[src/rtl/carregador_instrucao_if.sv]
// Byte-stream and instruction-memory write bus of the instruction loader.
// The loader side is the slave; the byte source / memory / CPU side is the master.
interface carregador_instrucao_if;
    logic        inicio;
    logic [6:0]  num_palavras;
    logic [7:0]  byte_dado;
    logic        byte_valido;
    logic        byte_pronto;
    logic        mem_escrita;
    logic [31:0] mem_endereco;
    logic [31:0] mem_dado;
    logic        ocupado;
    logic        concluido;
    logic        erro;

    modport master (
        output inicio, num_palavras, byte_dado, byte_valido,
        input  byte_pronto, mem_escrita, mem_endereco, mem_dado, ocupado, concluido, erro
    );

    modport slave (
        input  inicio, num_palavras, byte_dado, byte_valido,
        output byte_pronto, mem_escrita, mem_endereco, mem_dado, ocupado, concluido, erro
    );
endinterface

[src/rtl/carregador_instrucao.sv]
// Serial instruction loader: packs bytes MSB-first into 32-bit words, writes them from
// address 0 upward, then checks a trailing XOR checksum byte.
module carregador_instrucao #(
    parameter int PROFUNDIDADE = 71
) (
    input  logic                  clock,
    input  logic                  reset,
    carregador_instrucao_if.slave barramento
);
    typedef enum logic [1:0] {OCIOSO, RECEBE, ESCREVE, CHECKSUM} estado_t;

    localparam logic [6:0] MAXIMO = 7'(PROFUNDIDADE);

    estado_t     estado;
    estado_t     proximo;
    logic [6:0]  contagem;
    logic [6:0]  endereco;
    logic [1:0]  contador_bytes;
    logic [7:0]  soma;
    logic [23:0] parcial;
    logic [31:0] dado_saida;
    logic [31:0] endereco_saida;
    logic        concluido_q;
    logic        erro_q;
    logic        pronto;
    logic        escrita;
    logic        transferencia;
    logic        contagem_legal;
    logic        ultima_palavra;

    assign transferencia  = barramento.byte_valido && pronto;
    assign contagem_legal = (barramento.num_palavras != 7'd0) && (barramento.num_palavras <= MAXIMO);
    assign ultima_palavra = (endereco + 7'd1) == contagem;

    // NOTE: sequential state uses non-blocking assignments so every register samples pre-edge values.
    always_ff @(posedge clock) begin
        if (!reset) estado <= OCIOSO;
        else        estado <= proximo;
    end

    // NOTE: every output of this block gets a default first, so no path can infer a latch.
    always_comb begin
        proximo = estado;
        pronto  = 1'b0;
        escrita = 1'b0;
        case (estado)
            OCIOSO: begin
                if (barramento.inicio && contagem_legal) proximo = RECEBE;
            end
            RECEBE: begin
                pronto = 1'b1;
                if (transferencia && contador_bytes == 2'd3) proximo = ESCREVE;
            end
            ESCREVE: begin
                escrita = 1'b1;
                proximo = ultima_palavra ? CHECKSUM : RECEBE;
            end
            CHECKSUM: begin
                pronto = 1'b1;
                if (transferencia) proximo = OCIOSO;
            end
            default: proximo = OCIOSO;
        endcase
    end

    // The 4th byte bypasses the partial buffer so the write port holds a stable word
    // while the next word is being assembled.
    always_ff @(posedge clock) begin
        if (!reset) begin
            contagem       <= '0;
            endereco       <= '0;
            contador_bytes <= '0;
            soma           <= '0;
            parcial        <= '0;
            dado_saida     <= '0;
            endereco_saida <= '0;
            concluido_q    <= 1'b0;
            erro_q         <= 1'b0;
        end else begin
            case (estado)
                OCIOSO: begin
                    if (barramento.inicio) begin
                        concluido_q <= 1'b0;
                        if (contagem_legal) begin
                            contagem       <= barramento.num_palavras;
                            endereco       <= '0;
                            contador_bytes <= '0;
                            soma           <= '0;
                            erro_q         <= 1'b0;
                        end else begin
                            erro_q <= 1'b1;
                        end
                    end
                end
                RECEBE: begin
                    if (transferencia) begin
                        contador_bytes <= contador_bytes + 2'd1;
                        soma           <= soma ^ barramento.byte_dado;
                        if (contador_bytes == 2'd3) begin
                            dado_saida     <= {parcial, barramento.byte_dado};
                            endereco_saida <= {25'd0, endereco};
                        end else begin
                            parcial <= {parcial[15:0], barramento.byte_dado};
                        end
                    end
                end
                ESCREVE: begin
                    endereco <= endereco + 7'd1;
                end
                CHECKSUM: begin
                    if (transferencia) begin
                        if (barramento.byte_dado == soma) concluido_q <= 1'b1;
                        else                              erro_q      <= 1'b1;
                    end
                end
                default: ;
            endcase
        end
    end

    assign barramento.byte_pronto  = pronto;
    assign barramento.mem_escrita  = escrita;
    assign barramento.mem_endereco = endereco_saida;
    assign barramento.mem_dado     = dado_saida;
    assign barramento.ocupado      = (estado != OCIOSO);
    assign barramento.concluido    = concluido_q;
    assign barramento.erro         = erro_q;
endmodule

[src/flat_wrapper.sv]
// flat-port wrapper written by rule: the top's interface ports become plain ports
module carregador_instrucao_flat 
#(
    parameter int PROFUNDIDADE = 71
)
  (clock, reset, barramento_inicio, barramento_num_palavras, barramento_byte_dado, barramento_byte_valido, barramento_byte_pronto, barramento_mem_escrita, barramento_mem_endereco, barramento_mem_dado, barramento_ocupado, barramento_concluido, barramento_erro);
  carregador_instrucao_if barramento_i ();
  input  logic clock;
  input  logic reset;
  input wire logic [$bits(barramento_i.inicio)-1:0] barramento_inicio;
  input wire logic [$bits(barramento_i.num_palavras)-1:0] barramento_num_palavras;
  input wire logic [$bits(barramento_i.byte_dado)-1:0] barramento_byte_dado;
  input wire logic [$bits(barramento_i.byte_valido)-1:0] barramento_byte_valido;
  output wire logic [$bits(barramento_i.byte_pronto)-1:0] barramento_byte_pronto;
  output wire logic [$bits(barramento_i.mem_escrita)-1:0] barramento_mem_escrita;
  output wire logic [$bits(barramento_i.mem_endereco)-1:0] barramento_mem_endereco;
  output wire logic [$bits(barramento_i.mem_dado)-1:0] barramento_mem_dado;
  output wire logic [$bits(barramento_i.ocupado)-1:0] barramento_ocupado;
  output wire logic [$bits(barramento_i.concluido)-1:0] barramento_concluido;
  output wire logic [$bits(barramento_i.erro)-1:0] barramento_erro;
  assign barramento_i.inicio = barramento_inicio;
  assign barramento_i.num_palavras = barramento_num_palavras;
  assign barramento_i.byte_dado = barramento_byte_dado;
  assign barramento_i.byte_valido = barramento_byte_valido;
  assign barramento_byte_pronto = barramento_i.byte_pronto;
  assign barramento_mem_escrita = barramento_i.mem_escrita;
  assign barramento_mem_endereco = barramento_i.mem_endereco;
  assign barramento_mem_dado = barramento_i.mem_dado;
  assign barramento_ocupado = barramento_i.ocupado;
  assign barramento_concluido = barramento_i.concluido;
  assign barramento_erro = barramento_i.erro;
  carregador_instrucao #(.PROFUNDIDADE(PROFUNDIDADE)) u_core (.clock(clock), .reset(reset), .barramento(barramento_i));
endmodule
[config.mk]
export PLATFORM = sky130hd
export DESIGN_NAME = carregador_instrucao_flat
export DESIGN_NICKNAME = d
export VERILOG_FILES = /design/src/rtl/carregador_instrucao_if.sv /design/src/rtl/carregador_instrucao.sv /design/src/flat_wrapper.sv
export SDC_FILE = /design/constraint.sdc
export NUM_CORES = 1
export LEC_CHECK = 0
export CORE_ASPECT_RATIO = 2
export CORE_MARGIN = 2
export CORE_UTILIZATION = 50
export DETAILED_ROUTE_END_ITERATION = 8
export PLACE_DENSITY = 0.81
export SETUP_SLACK_MARGIN = 0.05
export SLEW_MARGIN = 20
export SYNTH_ARGS = -nofsm -noshare
export SYNTH_HDL_FRONTEND = slang
export SYNTH_SLANG_ARGS = --single-unit
[constraint.sdc]
create_clock -name clock -period 1.6 [get_ports clock]
set_input_delay 0.16 -clock clock [delete_from_list [all_inputs] [get_ports clock]]
set_output_delay 0.16 -clock clock [all_outputs]
set_load 0.05 [all_outputs]
==> results of run 1 <==
-- layout make-up --
class	count	area [um2]	share of cell area
tap	94	118	0.0235
multi-input combinational	353	1890	0.377
clock buffer	11	243	0.0486
clock inverter	5	61.3	0.0123
sequential	91	1820	0.364
timing repair buffer	93	850	0.170
inverter	5	18.8	0.00375
-- worst register-to-register path, stage by stage, from the launching register on --
cell and delay [ns]:
dfxtp_1 0.38, nor3b_2 0.38, o211ai_4 0.15, buf_4 0.18, and3_1 0.18, o21a_1 0.18
-- state kept, by name, summed over array words and instances, names as in the netlist --
name and cells:
u_core.barramento.concluido 1, u_core.barramento.erro 1, u_core.barramento.mem_dado 32, u_core.barramento.mem_endereco 7
u_core.contador_bytes 2, u_core.contagem 7, u_core.endereco 7, u_core.estado 2
u_core.parcial 24, u_core.soma 8
-- timing repair --
| action | 4_1_cts | 5_1_grt |
|---|---|---|
| setup endpoints to repair | 14 | 28 |
| setup buffers | 1 | 0 |
| pin swaps | 4 | 4 |
| gates resized for setup | 4 | 6 |
-- cells by family after synthesis --
family | count (synthesis) | synth area share
flip-flops | 91 | 0.465
AO/OA/AOI/OAI | 109 | 0.177
XOR/XNOR | 16 | 0.0358
AND/OR/NAND/NOR | 194 | 0.214
other | 1 | 0.000957
adder cells (fa/ha/maj) | 2 | 0.00639
multiplexers | 7 | 0.0179
buffers and inverters | 59 | 0.0834
-- cell usage in the layout (no fill, tap or decap), drive strengths merged, types with 2 or more instances in the layout --
cell type | synthesis | routed
mux2i | 7 | 7
o22ai | 4 | 4
nand3b | 2 | 2
and3 | 2 | 2
nor2b | 2 | 2
xnor2 | 6 | 6
o31ai | 2 | 2
nor3 | 5 | 5
clkbuf | 20 | 11
xor2 | 10 | 10
a31oi | 2 | 2
o211ai | 2 | 2
dlygate4sd2 | 0 | 2
o21ai | 4 | 4
clkdlybuf4s50 | 0 | 14
inv | 5 | 6
ha | 2 | 2
a311oi | 8 | 8
a21oi | 80 | 80
dfxtp | 91 | 91
nand2 | 142 | 142
clkinv | 0 | 3
dlymetal6s2s | 0 | 2
conb | 1 | 25
buf | 34 | 75
nor2 | 15 | 15
nand2b | 9 | 9
nand3 | 5 | 5
and2 | 4 | 4
-- layer usage --
metal  track usage  up-vias  share of wire
met5             0        -              0
met4         0.124        0          0.041
met1         0.231     1638           0.37
li1              -     1714              -
met3        0.0330       29          0.039
met2         0.413      115           0.55
-- metrics by stage --
step,cells,hold slack [ns],setup TNS (ns),cell area (um2),utilization
final,652,0.142,0,5000,0.658
after global routing,652,0.132,0,5000,0.658
after CTS,652,0.211,0,4970,0.654
after detailed placement,635,0.445,-10.08,4660,0.613
after global placement,635,0.439,-7.40,4660,0.613
after floorplan,503,0.296,0,4020,-
-- power by group --
group	switching [mW]	internal (mW)
combinational	0.347	0.182
clock	0.850	1.26
sequential	0.0309	2.30
total	1.23	3.74
-- worst paths after layout --
path | endpoint | cells after the start | slack [ns]
setup / recovery | u_core.contador_bytes[0] | 5 | 0.05
hold / removal | u_core.contagem[0] | 3 | 0.14
setup reg to reg | u_core.contador_bytes[0] | 5 | 0.05
hold reg to reg | u_core.barramento.mem_endereco[1] | 2 | 0.45
==> results.ini, run 1 <==
[placement]
dp_hpwl_um = 6700
place_ws_ns = -0.415
portBuffers = 62
place_congestion = 0.918

[sta]
finalHoldViolCount = 0
period_needed_ns = 1.55
max_freq_ghz = 0.644
fin_crit_sh = 0.971
maxSlewViolCount = 0
worst_slack_ns = 0.0466
setup_violations = 0
fin_skew_ns = 0.00754
grt_setup_unrepaired = true

[drt]
wl_per_cell_um = 14.3
drtAntennaViolNets = 0
via_per_inst = 5.36
vias = 3496
drc_errors = 0
drt_iter0_markers = 234
first_pass_iters = 5
routed_wl_um = 9330

[synthesis]
synthMostInstantiatedCell = nand2_1
synth_flop_cell = dfxtp_1
synth_edf_count = 0
synth_cell_type_count = 47
ys_async_sr_fraction = 0
ys_ff_latch = 91
synth_top_cell_by_area = dfxtp_1
synth.avg_cell_area_um2 = 8.18
yosys-top-cells-area = dfxtp_1 (47%), nand2_1 (14%), a21oi_1 (10%)
netlist_area_mm2 = 0.00392
synth_cells = 479
synthDominantCellAreaShare = 0.465
synth_seq_area_share = 0.465
synth.yosys.warnings = 0
ys_top_cells_by_count = nand2_1 (141), dfxtp_1 (91), a21oi_1 (79)

[worst_hold_path]
worstHoldPathType = input pin to flop
worst_hold_startpoint = barramento_num_palavras[0]

[worst_setup_path]
critPathTopFamily = simple AND/OR/NAND/NOR gates
timing.rr.start = u_core.estado[0]
max_stage_delay_ns = 0.38
startpoint_type = flop
cp_data_required_time_ns = 1.83
cp_slowest_cell = dfxtp_1
crit_chain = nor3b_2 > o211ai_4 > buf_4 > and3_1 > o21a_1
end_kind = flop
path_buf_inv = 1
critPathLaunch = u_core.estado[0]
arrival_ns = 1.78
crit_path_max_fanout = 7
crit_type = flop to flop

[grt]
antenna_found_initial = 0
track_usage = 0.223
grt_pass1_wl_um = 14700
grt_overflow_total = 0
grt_pass1_vias = 3231
grt_max_degree = 40

[floorplanning]
dieHeight_um = 129
start_util = 0.515
die_area_mm2 = 0.00860
ios = 88
die_w_um = 66.6
core_mm2 = 0.00760
rows = 45

[clocking]
cts_buffers = 9
clock-sinks = 91
cts_htree_levels = 3
cts.reportedPaths.clkPinSlew_ns = 0.06
clk_latency_ns = 0.33
cts_tree = yes
cts_root_buffer = clkbuf_16
clockBufferDepth = 2
postCtsHoldBufs = 0

[cells_and_area]
drive_above_1_share = 0.199
antenna_cells = 0
areaGrowthSynthToFinish_pct = 27.6
final_nets = 574
fill_cells = 644

[run_status]
status = finished clean

[power_and_ir_drop]
power_density_mw_per_mm2 = 994
finalPower_mw = 4.97
ir_drop_mv = 0.590
leakage_nw = 1.94

[run]
cap_violations = 0

Power figures use the tool's default switching activity.
==> inputs of run 2 (changes only) <==
- CAP_MARGIN: default -> 20
==> results of run 2 <==
No change in the layout: final DEF, timing and power equal those of run 1.
